==> src/rtl/fixed_clamp_pkg.sv <==
// fixed_clamp_pkg
// Shared types and width helpers for the fixed_clamp_pipe activation.
// Contents:
//   clamp_mode_e  - runtime clamp mode (HARDTANH, RELU, RELU6, BYPASS)
//   shift_dist    - distance between input and output fractional bit counts
//   mid_width     - width of the intermediate that holds a converted value
//                   without overflow (input width + shift distance + 1)
package fixed_clamp_pkg;

  typedef enum logic [1:0] {
    MODE_HARDTANH = 2'd0,
    MODE_RELU     = 2'd1,
    MODE_RELU6    = 2'd2,
    MODE_BYPASS   = 2'd3
  } clamp_mode_e;

  function automatic int shift_dist(input int frac_in, input int frac_out);
    return (frac_out >= frac_in) ? (frac_out - frac_in) : (frac_in - frac_out);
  endfunction

  function automatic int mid_width(input int width_in, input int frac_in, input int frac_out);
    return width_in + shift_dist(frac_in, frac_out) + 1;
  endfunction

endpackage

==> src/rtl/fixed_clamp_lane.sv <==
// fixed_clamp_lane
// Combinational clamp, fixed-point precision conversion (round half up) and
// output saturation for a single lane.
// Ports:
//   mode  in   clamp mode
//   lo    in   signed lower bound (input format, HARDTANH only)
//   hi    in   signed upper bound (input format, HARDTANH only)
//   din   in   signed input value
//   dout  out  signed converted value
//   sat   out  lane was clamped by a bound or saturated on output
module fixed_clamp_lane import fixed_clamp_pkg::*; #(
  parameter int IN_W  = 8,
  parameter int IN_F  = 4,
  parameter int OUT_W = 8,
  parameter int OUT_F = 4
) (
  input  clamp_mode_e              mode,
  input  logic signed [IN_W-1:0]   lo,
  input  logic signed [IN_W-1:0]   hi,
  input  logic signed [IN_W-1:0]   din,
  output logic signed [OUT_W-1:0]  dout,
  output logic                     sat
);

  localparam int D     = shift_dist(IN_F, OUT_F);
  localparam int MID_W = mid_width(IN_W, IN_F, OUT_F);
  localparam int CMP_W = (MID_W > OUT_W) ? MID_W : OUT_W;

  // 6.0 in the input format, pulled down to the input maximum when it does
  // not fit.
  localparam longint SIX    = longint'(6) << IN_F;
  localparam longint IN_MAX = (longint'(1) << (IN_W - 1)) - 1;
  localparam logic signed [IN_W-1:0] RELU6_HI = (SIX > IN_MAX) ? IN_W'(IN_MAX) : IN_W'(SIX);

  localparam logic signed [OUT_W-1:0] OUT_MAX = {1'b0, {(OUT_W-1){1'b1}}};
  localparam logic signed [OUT_W-1:0] OUT_MIN = {1'b1, {(OUT_W-1){1'b0}}};

  logic signed [IN_W-1:0]  clip;
  logic                    clamped;
  logic signed [MID_W-1:0] ext;
  logic signed [MID_W-1:0] wide;
  logic signed [CMP_W-1:0] wext;
  logic                    out_sat;

  always_comb begin
    clip    = din;
    clamped = 1'b0;
    case (mode)
      MODE_HARDTANH: begin
        // Upper check last so an inverted range (lo > hi) always yields hi.
        if (clip < lo) begin
          clip    = lo;
          clamped = 1'b1;
        end
        if (clip > hi) begin
          clip    = hi;
          clamped = 1'b1;
        end
      end
      MODE_RELU: begin
        if (din[IN_W-1]) begin
          clip    = '0;
          clamped = 1'b1;
        end
      end
      MODE_RELU6: begin
        if (din[IN_W-1]) begin
          clip    = '0;
          clamped = 1'b1;
        end else if (din > RELU6_HI) begin
          clip    = RELU6_HI;
          clamped = 1'b1;
        end
      end
      default: ;
    endcase
  end

  assign ext = MID_W'(clip);

  generate
    if (OUT_F >= IN_F) begin : g_up
      assign wide = ext <<< D;
    end else begin : g_down
      localparam logic signed [MID_W-1:0] RND = MID_W'(1) << (D - 1);
      assign wide = (ext + RND) >>> D;
    end
  endgenerate

  assign wext = CMP_W'(wide);

  always_comb begin
    dout    = wext[OUT_W-1:0];
    out_sat = 1'b0;
    if (wext > CMP_W'(OUT_MAX)) begin
      dout    = OUT_MAX;
      out_sat = 1'b1;
    end else if (wext < CMP_W'(OUT_MIN)) begin
      dout    = OUT_MIN;
      out_sat = 1'b1;
    end
  end

  assign sat = clamped | out_sat;

endmodule

==> src/rtl/fixed_clamp_pipe.sv <==
// fixed_clamp_pipe
// Pipelined multi-mode clamp activation on a valid/ready stream: N lanes of
// clamp + precision conversion, an output register backed by one skid
// register, runtime configuration registers and a sticky saturation counter.
// Ports:
//   clk, rst                   clock, asynchronous active-low reset
//   cfg_valid                  load cfg_mode/cfg_min/cfg_max at this edge
//   cfg_mode                   0 HARDTANH, 1 RELU, 2 RELU6, 3 BYPASS
//   cfg_min, cfg_max           signed HARDTANH bounds (input format)
//   cfg_clear                  synchronous clear of sat_count
//   data_in_0[_valid/_ready]   input stream, N lanes
//   data_out_0[_valid/_ready]  output stream, N lanes
//   sat_count                  lanes clamped/saturated since clear, sticky at max
module fixed_clamp_pipe import fixed_clamp_pkg::*; #(
  parameter int DATA_IN_0_PRECISION_0        = 8,
  parameter int DATA_IN_0_PRECISION_1        = 4,
  parameter int DATA_IN_0_TENSOR_SIZE_DIM_0  = 8,
  parameter int DATA_IN_0_TENSOR_SIZE_DIM_1  = 1,
  parameter int DATA_IN_0_PARALLELISM_DIM_0  = 1,
  parameter int DATA_IN_0_PARALLELISM_DIM_1  = 1,
  parameter int DATA_OUT_0_PRECISION_0       = 8,
  parameter int DATA_OUT_0_PRECISION_1       = 4,
  parameter int DATA_OUT_0_TENSOR_SIZE_DIM_0 = 8,
  parameter int DATA_OUT_0_TENSOR_SIZE_DIM_1 = 1,
  parameter int DATA_OUT_0_PARALLELISM_DIM_0 = 1,
  parameter int DATA_OUT_0_PARALLELISM_DIM_1 = 1,
  parameter int DEFAULT_MIN                  = -16,
  parameter int DEFAULT_MAX                  = 16,
  parameter int CNT_WIDTH                    = 16
) (
  input  logic                                clk,
  input  logic                                rst,
  input  logic                                cfg_valid,
  input  logic [1:0]                          cfg_mode,
  input  logic [DATA_IN_0_PRECISION_0-1:0]    cfg_min,
  input  logic [DATA_IN_0_PRECISION_0-1:0]    cfg_max,
  input  logic                                cfg_clear,
  input  logic [DATA_IN_0_PARALLELISM_DIM_0*DATA_IN_0_PARALLELISM_DIM_1-1:0][DATA_IN_0_PRECISION_0-1:0] data_in_0,
  input  logic                                data_in_0_valid,
  output logic                                data_in_0_ready,
  output logic [DATA_IN_0_PARALLELISM_DIM_0*DATA_IN_0_PARALLELISM_DIM_1-1:0][DATA_OUT_0_PRECISION_0-1:0] data_out_0,
  output logic                                data_out_0_valid,
  input  logic                                data_out_0_ready,
  output logic [CNT_WIDTH-1:0]                sat_count
);

  localparam int N     = DATA_IN_0_PARALLELISM_DIM_0 * DATA_IN_0_PARALLELISM_DIM_1;
  localparam int IN_W  = DATA_IN_0_PRECISION_0;
  localparam int OUT_W = DATA_OUT_0_PRECISION_0;
  localparam int PW    = $clog2(N + 1);
  localparam int SUM_W = ((CNT_WIDTH > PW) ? CNT_WIDTH : PW) + 1;
  localparam logic [SUM_W-1:0] CNT_MAX = SUM_W'({CNT_WIDTH{1'b1}});

  generate
    if (DATA_OUT_0_TENSOR_SIZE_DIM_0 != DATA_IN_0_TENSOR_SIZE_DIM_0 ||
        DATA_OUT_0_TENSOR_SIZE_DIM_1 != DATA_IN_0_TENSOR_SIZE_DIM_1 ||
        DATA_OUT_0_PARALLELISM_DIM_0 != DATA_IN_0_PARALLELISM_DIM_0 ||
        DATA_OUT_0_PARALLELISM_DIM_1 != DATA_IN_0_PARALLELISM_DIM_1) begin : g_shape_err
      $error("fixed_clamp_pipe: output tensor shape must equal input tensor shape");
    end
  endgenerate

  clamp_mode_e             mode_q;
  logic signed [IN_W-1:0]  min_q;
  logic signed [IN_W-1:0]  max_q;

  logic [N-1:0][OUT_W-1:0] lane_out;
  logic [N-1:0]            lane_sat;
  logic [N-1:0][OUT_W-1:0] skid_data;
  logic                    skid_valid;
  logic                    accept;
  logic                    out_free;
  logic [PW-1:0]           pop;
  logic [SUM_W-1:0]        sum;
  logic [CNT_WIDTH-1:0]    cnt_next;

  generate
    for (genvar g = 0; g < N; g++) begin : g_lane
      fixed_clamp_lane #(
        .IN_W  (IN_W),
        .IN_F  (DATA_IN_0_PRECISION_1),
        .OUT_W (OUT_W),
        .OUT_F (DATA_OUT_0_PRECISION_1)
      ) u_lane (
        .mode (mode_q),
        .lo   (min_q),
        .hi   (max_q),
        .din  (data_in_0[g]),
        .dout (lane_out[g]),
        .sat  (lane_sat[g])
      );
    end
  endgenerate

  // Ready comes straight from the skid flag, so nothing downstream reaches
  // upstream combinationally.
  assign data_in_0_ready = ~skid_valid;
  assign accept          = data_in_0_valid & data_in_0_ready;
  assign out_free        = ~data_out_0_valid | data_out_0_ready;

  always_ff @(posedge clk or negedge rst) begin
    if (!rst) begin
      mode_q <= MODE_HARDTANH;
      min_q  <= IN_W'(DEFAULT_MIN);
      max_q  <= IN_W'(DEFAULT_MAX);
    end else if (cfg_valid) begin
      mode_q <= clamp_mode_e'(cfg_mode);
      min_q  <= cfg_min;
      max_q  <= cfg_max;
    end
  end

  always_ff @(posedge clk or negedge rst) begin
    if (!rst) begin
      data_out_0       <= '0;
      data_out_0_valid <= 1'b0;
      skid_data        <= '0;
      skid_valid       <= 1'b0;
    end else if (out_free) begin
      // Skid always drains first; ready is low while it is full, so no new
      // beat can arrive in the same cycle.
      if (skid_valid) begin
        data_out_0       <= skid_data;
        data_out_0_valid <= 1'b1;
        skid_valid       <= 1'b0;
      end else if (accept) begin
        data_out_0       <= lane_out;
        data_out_0_valid <= 1'b1;
      end else begin
        data_out_0_valid <= 1'b0;
      end
    end else if (accept) begin
      skid_data  <= lane_out;
      skid_valid <= 1'b1;
    end
  end

  always_comb begin
    pop = '0;
    for (int i = 0; i < N; i++) begin
      pop = pop + PW'(lane_sat[i]);
    end
  end

  assign sum      = SUM_W'(sat_count) + SUM_W'(pop);
  assign cnt_next = (sum > CNT_MAX) ? {CNT_WIDTH{1'b1}} : sum[CNT_WIDTH-1:0];

  always_ff @(posedge clk or negedge rst) begin
    if (!rst) begin
      sat_count <= '0;
    end else if (cfg_clear) begin
      sat_count <= '0;
    end else if (accept) begin
      sat_count <= cnt_next;
    end
  end

endmodule

==> config.mk <==
export PLATFORM = sky130hd
export DESIGN_NAME = fixed_clamp_pipe
export DESIGN_NICKNAME = d
export VERILOG_FILES = /design/src/rtl/fixed_clamp_pkg.sv /design/src/rtl/fixed_clamp_lane.sv /design/src/rtl/fixed_clamp_pipe.sv
export SDC_FILE = /design/constraint.sdc
export NUM_CORES = 1
export LEC_CHECK = 0
export ABC_AREA = 0
export CELL_PAD_IN_SITES_DETAIL_PLACEMENT = 0
export CELL_PAD_IN_SITES_GLOBAL_PLACEMENT = 2
export CORE_ASPECT_RATIO = 0.6
export CORE_MARGIN = 10
export CORE_UTILIZATION = 32
export CTS_CLUSTER_DIAMETER = 50
export CTS_CLUSTER_SIZE = 25
export DETAILED_ROUTE_END_ITERATION = 8
export PLACE_DENSITY = 0.86
export SETUP_SLACK_MARGIN = 0.15
export SYNTH_ARGS = -nofsm -noshare
export SYNTH_HDL_FRONTEND = slang
export SYNTH_SLANG_ARGS = --single-unit
==> constraint.sdc <==
create_clock -name clk -period 6.3 [get_ports clk]
set_clock_uncertainty 0.1 [all_clocks]
set_input_delay 1.26 -clock clk [delete_from_list [all_inputs] [get_ports clk]]
set_output_delay 1.26 -clock clk [all_outputs]
set_load 0.01 [all_outputs]
## Word level (Yosys, flattened, before mapping)

Cells that the tools add are included.

| storage, ports and cells | value |
|---|---|
| bits in registers | 52 |
| output and inout port bits | 26 |
| word-level logic and storage cells | 55 |

| cells by class | value |
|---|---|
| add/subtract/negate cells | 1 |
| magnitude comparators | 6 |
| equal/unequal tests | 2 |
| mux-type cells | 26 |
| bitwise operators | 6 |
| reduce and logical (&&, ||, !) cells | 6 |

Operator list:

| kind | number |
|---|---|
| 8-bit two-way mux | 8 |
| 16-bit two-way mux | 3 |
| 8-bit one-hot mux with 3 select lines | 1 |
| 16-bit by 1-bit adder with 17-bit output | 1 |
| 17-bit by 16-bit > comparator with 1-bit output, second input constant | 1 |
| 8-bit > comparator, second input constant | 2 |
| 7-bit two-way mux | 2 |
| 1-bit two-way mux | 11 |
| 8-bit > comparator | 1 |
| 8-bit less-than comparator | 1 |
| 8-bit less-than comparator, second input constant | 1 |
| 2-bit nonzero test | 3 |
| 2-bit AND reduction | 2 |
| 1-bit NOT | 3 |
| 1-bit one-hot mux with 3 select lines | 1 |
| 2-bit by 1-bit equality test with 1-bit output, second input constant | 1 |
| 2-bit equality test, second input constant | 1 |
| 2-bit logical NOT | 1 |
| 1-bit OR | 2 |
| 1-bit AND | 1 |

## Longest topological paths before layout

Gate-level depths: netlist of the first run.

| depth | value |
|---|---|
| depth in word-level cells | 15 |
| gate-level depth with buffers | 21 |
| depth with buffers taken out | 20 |

## Modules after synthesis

A second synthesis of the first run with hierarchy kept.

| unflattened totals | value |
|---|---|
| cells, all modules | 292 |
| area, all modules | 3084.2 um^2 |

By module, submodules not included:

| module | instances | cells an instance | area each (um^2) | seq. area each (um^2) |
|---|---|---|---|---|
| fixed_clamp_pipe | 1 | 191 | 2388.5 | 1307.5 |
| fixed_clamp_lane | 1 | 101 | 695.7 | 0.0 |

## Worst setup path before layout of the first run

Ideal clock, no wire load.

| path | value |
|---|---|
| kind | input -> register |
| from | in data_in_0[1] (netlist name) |
| to | reg sat_count[14] |
| setup time | 0.132 ns |
| arrival time | 5.247 ns |
| setup slack | 0.821 ns |
| stages | 18 |
| buffers on the path | 0 |
| path through | ha_1 > a2111oi_4 > nor3_2 > o22ai_4 > mux2i_1 > inv_1 > ha_1 > o21ai_0 > o211a_1 > a211oi_1 > o31a_2 > ha_1 > nand3_1 > nor3_1 > nor3b_1 > nand3_1 > mux2i_1 > nor2_1 |

| between the ends | value |
|---|---|
| word-level cells in the longest chain between the ends | 15 |
| elaborated cells on any way between the ends | 25 |

Ends and longest elaborated chain:

| item | RTL line | source |
|---|---|---|
| start: declaration | fixed_clamp_pipe.sv:38 | `input logic [DATA_IN_0_PARALLELISM_DIM_0*DATA_IN_0_PARALLELISM_DIM_1-1:0][DATA_IN_0_PRECISION_0-1:0] data_in_0 ...` |
| 8-bit less-than comparator | fixed_clamp_lane.sv:51 | `if (clip < lo) begin` |
| 8-bit two-way mux | fixed_clamp_lane.sv:51 |  |
| 8-bit two-way mux | fixed_clamp_lane.sv:48 | `case (mode)` |
| 8-bit > comparator | fixed_clamp_lane.sv:55 | `if (clip > hi) begin` |
| 8-bit two-way mux | fixed_clamp_lane.sv:55 |  |
| 8-bit one-hot mux with 3 select lines | fixed_clamp_lane.sv:48 |  |
| 8-bit less-than comparator | fixed_clamp_lane.sv:98 | `end else if (wext < CMP_W'(OUT_MIN)) begin` |
| 1-bit two-way mux | fixed_clamp_lane.sv:98 |  |
| 1-bit two-way mux | fixed_clamp_lane.sv:95 | `if (wext > CMP_W'(OUT_MAX)) begin` |
| 1-bit OR (*) | fixed_clamp_lane.sv:104 | `assign sat = clamped \| out_sat;` |
| 16-bit by 1-bit adder with 17-bit output (*) | fixed_clamp_pipe.sv:145 | `assign sum = SUM_W'(sat_count) + SUM_W'(pop);` |
| 17-bit by 16-bit > comparator with 1-bit output | fixed_clamp_pipe.sv:146 | `assign cnt_next = (sum > CNT_MAX) ? {CNT_WIDTH{1'b1}} : sum[CNT_WIDTH-1:0];` |
| 16-bit two-way mux (*) | fixed_clamp_pipe.sv:146 |  |
| 16-bit two-way mux (*) | fixed_clamp_pipe.sv:153 | `end else if (accept) begin` |
| 16-bit two-way mux (*) | fixed_clamp_pipe.sv:151 | `end else if (cfg_clear) begin` |
| end signal: assignment | fixed_clamp_pipe.sv:154 | `sat_count <= cnt_next;` |
| end: declaration | fixed_clamp_pipe.sv:44 | `output logic [CNT_WIDTH-1:0] sat_count` |

Mark *: on every way between the ends. The rest lies on a longest branch, timed or not. The select of a mux whose other input is x is not followed.
A chain may end at the register's enable or synchronous reset.

## Worst setup path in the final report of the first run

| path | value |
|---|---|
| from | in data_in_0[6] (netlist name) |
| to | reg sat_count[11] |

The elaborated chain is that of the path after synthesis.

==> qor.yml, run 1 <==
timing:
  fmax_ghz: 0.1752
  final_hold_viol_count: 0
  final.setup.tns_ns: 0
  final-setup-viol-count: 0
  drv_slew: 0
  fin_crit_sh_pct: 90.58
  rsz0062_at_grt: "false"
  slew_headroom_pct: 38.00
  fin_crit_ns: 5.707
  tightest_slew_ns: 0.9266
die:
  fp.dieArea_um2: 13960
  ios: 58
  coreArea_um2: 9223
  num_rows: 27
  start_util_pct: 33.05
  dieWidth_um: 146.0
  die_h_um: 95.60
synthesis:
  synth-main-ff-cell: "dfrtp_1"
  synthSimpleGateAreaFrac_pct: 20.03
  synth_top_area_share_pct: 38.59
  yosysSeqAreaShare_pct: 42.90
  synth_top_cell_by_area: "dfrtp_1"
  synth.distinct_cells: 45
  ys_warn_count: 0
  synth-compound-area-share_pct: 20.85
  post_synth.cell_area_avg_um2: 9.071
  synthTopCellsByArea: "dfrtp_1 39%, ha_1 7.0%, o21ai_0 4.6%"
  synth_area_um2: 3048
  muxShareOfSynthArea_pct: 4.762
  synth_top_family_by_area: "compound AO/OA/AOI/OAI gates"
  ys_ff_latch: 52
  synth_adder_area_share_pct: 6.979
  yosysMostFrequentCell: "dfrtp_1"
  synth_xor_area_share_pct: 0
  synth_edf_count: 0
  async_reset_ff_share_pct: 100.0
  synth_nets: 385
  syn-instance-count: 336
  netlist_top_cells_count: "47 x dfrtp_1, 34 x nand2_1, 33 x nor2_1"
clock_tree:
  clk_pin_slew_ns: 0.07
  clk_path_buf_depth: 2
  clk-insertion-delay-late_ns: 0.30
  cts_buffers: 5
  h-tree-depth: 2
  holdBufCountCts: 0
  cts_tree: "built"
  cts-root-buf: "clkbuf_16"
  clock-sinks: 52
layout:
  syn_to_final_growth_pct: 31.40
  drive_above_1_share_pct: 9.726
  fin_cells: 531
  diodes: 0
  nNetsFinal: 449
setup_path:
  reg2reg_depth: 20
  start_kind: "primary input"
  cp.arrival_ns: 5.80
  required_ns: 6.39
  crit_fanout: 5
  critPathKind: "in2reg"
  endpoint_kind: "flop"
global_routing:
  overflow: 0
  grt_max_degree: 53
  grt_pass1_wl_um: 15110
  antenna_found_initial: 0
  grt_pass1_vias: 2704
  grt_usage_pct: 13.32
routing:
  vias: 2801
  drt_iter0_markers: 255
  vias_per_cell: 5.275
  wl_per_cell_um: 17.41
  drt-pass1-iter-count: 5
  post-route-drc-count: 0
  drt-total-wl_um: 9246
  ant_nets: 0
place:
  hpwlAfterDp_um: 7192
  numPortBuffers: 57
  placed_cells: 519
  place_congestion: 0.8653
status:
  status: "completed"
power_and_ir_drop:
  max-vdd-ir-drop_v: 0.0001138
  powerDensity_nw_per_um2: 248.6
  leakagePower_nw: 1.641
  fin_total_pwr_w: 0.0009958
min_path:
  hold_depth: 2
  hold_path_class: "reg2reg"
job:
  drv_cap: 0
-- state kept, by name, indices dropped and copies added, names as in the netlist --
| register | flops |
|---|---|
| data_out_0 | 8 |
| data_out_0_valid | 1 |
| max_q | 8 |
| min_q | 8 |
| mode_q | 2 |
| sat_count | 16 |
| skid_data | 8 |
| skid_valid | 1 |
-- metrics by stage --
step | instance area [µm²] | worst slack, ns | hold WS [ns] | util (%)
finish | 4005 | 0.5932 | 0.4251 | 43.43
global route | 4005 | 0.1916 | 0.4425 | 43.43
CTS | 3954 | 0.4092 | 0.4259 | 42.87
detailed placement | 3786 | 0.1107 | 0.4162 | 41.05
global placement | 3786 | 0.2838 | 0.4113 | 41.05
floorplan | 3048 | 0.8214 | 0.3866 | -
-- placed cells by master (no fill, tap or decap), types with 3 or more instances in the layout --
master,instances
a211oi_1,8
a21o_1,3
a21oi_1,4
a221oi_1,7
a311oi_1,3
a31oi_1,6
and3_1,4
buf_4,10
clkbuf_16,5
clkdlybuf4s50_1,56
dfrtp_1,47
dfstp_2,5
ha_1,17
inv_1,24
mux2_2,4
mux2i_1,9
nand2_1,34
nand2b_1,4
nand3_1,23
nand4_1,11
nor2_1,33
nor2b_1,3
nor3_1,6
o211ai_1,10
o21ai_0,28
o22ai_1,8
-- critical path, stage by stage --
cell and delay, ns:
clkdlybuf4s50_1 0.51, ha_1 0.37, a21oi_1 0.23, nand4_1 0.18, o22ai_4 0.19, buf_4 0.17, mux2i_1 0.32, inv_1 0.08
ha_1 0.33, nand2_1 0.07, and4_1 0.20, a211oi_1 0.37, o31a_2 0.20, ha_1 0.20, nand3_1 0.10, nor3_1 0.23
buf_4 0.17, and3_1 0.23, a31oi_1 0.11, a311oi_1 0.27
-- area by class of cell --
type / instances / area (µm²)
Timing Repair Buffer: 68 / 660.6
Tap cell: 130 / 162.7
Multi-Input combinational cell: 248 / 1613
Fill cell: 898 / 5218
Clock inverter: 3 / 42.54
Inverter: 25 / 93.84
Clock buffer: 5 / 125.1
Sequential cell: 52 / 1308
-- cell families after synthesis --
group | count (synthesis)
compound gates | 90
fa+ha+maj | 17
buf+inv | 36
flops | 52
mux | 14
simple gates | 127
-- repair_timing --
action | 4_1_cts | 5_1_grt
buffers inserted | 0 | 4
setup endpoints to repair | 0 | 12
gates resized for setup | 0 | 2
-- final timing paths --
check,start,slack [ns],end
hold reg to reg,min_q[4],0.43,min_q[4]
min in group asynchronous,rst,0.98,sat_count[15]
hold / removal,min_q[4],0.43,min_q[4]
max in group asynchronous,rst,4.66,min_q[0]
setup reg to reg,min_q[6],1.55,sat_count[11]
setup / recovery,data_in_0[6],0.59,sat_count[11]
-- power breakdown --
part           internal (W)  switching (W)
Sequential         0.000376      0.0000306
Clock              0.000187       0.000125
Combinational      0.000129       0.000147
Total              0.000692       0.000303
-- metal layers --
layer  global-route usage (%)  wire length [µm]  share of wire [%]
met2                    17.80              3676                 40
met3                    2.790               581                6.3
met4                    4.312               107                1.2
met1                    20.37              4880                 53
met5                        0                 0                  0
Note: power is estimated with default switching activity, not from simulation.
==> run 2, diff against run 1 <==
Settings changed: CAP_MARGIN set to 20.
==> results of run 2 <==
Same layout as run 1: the final DEF is identical, and so are final timing and power.
==> run 3, diff against run 2 <==
Settings changed: SLEW_MARGIN set to 10.
==> results of run 3 <==
Same layout as run 1: the final DEF is identical, and so are final timing and power.
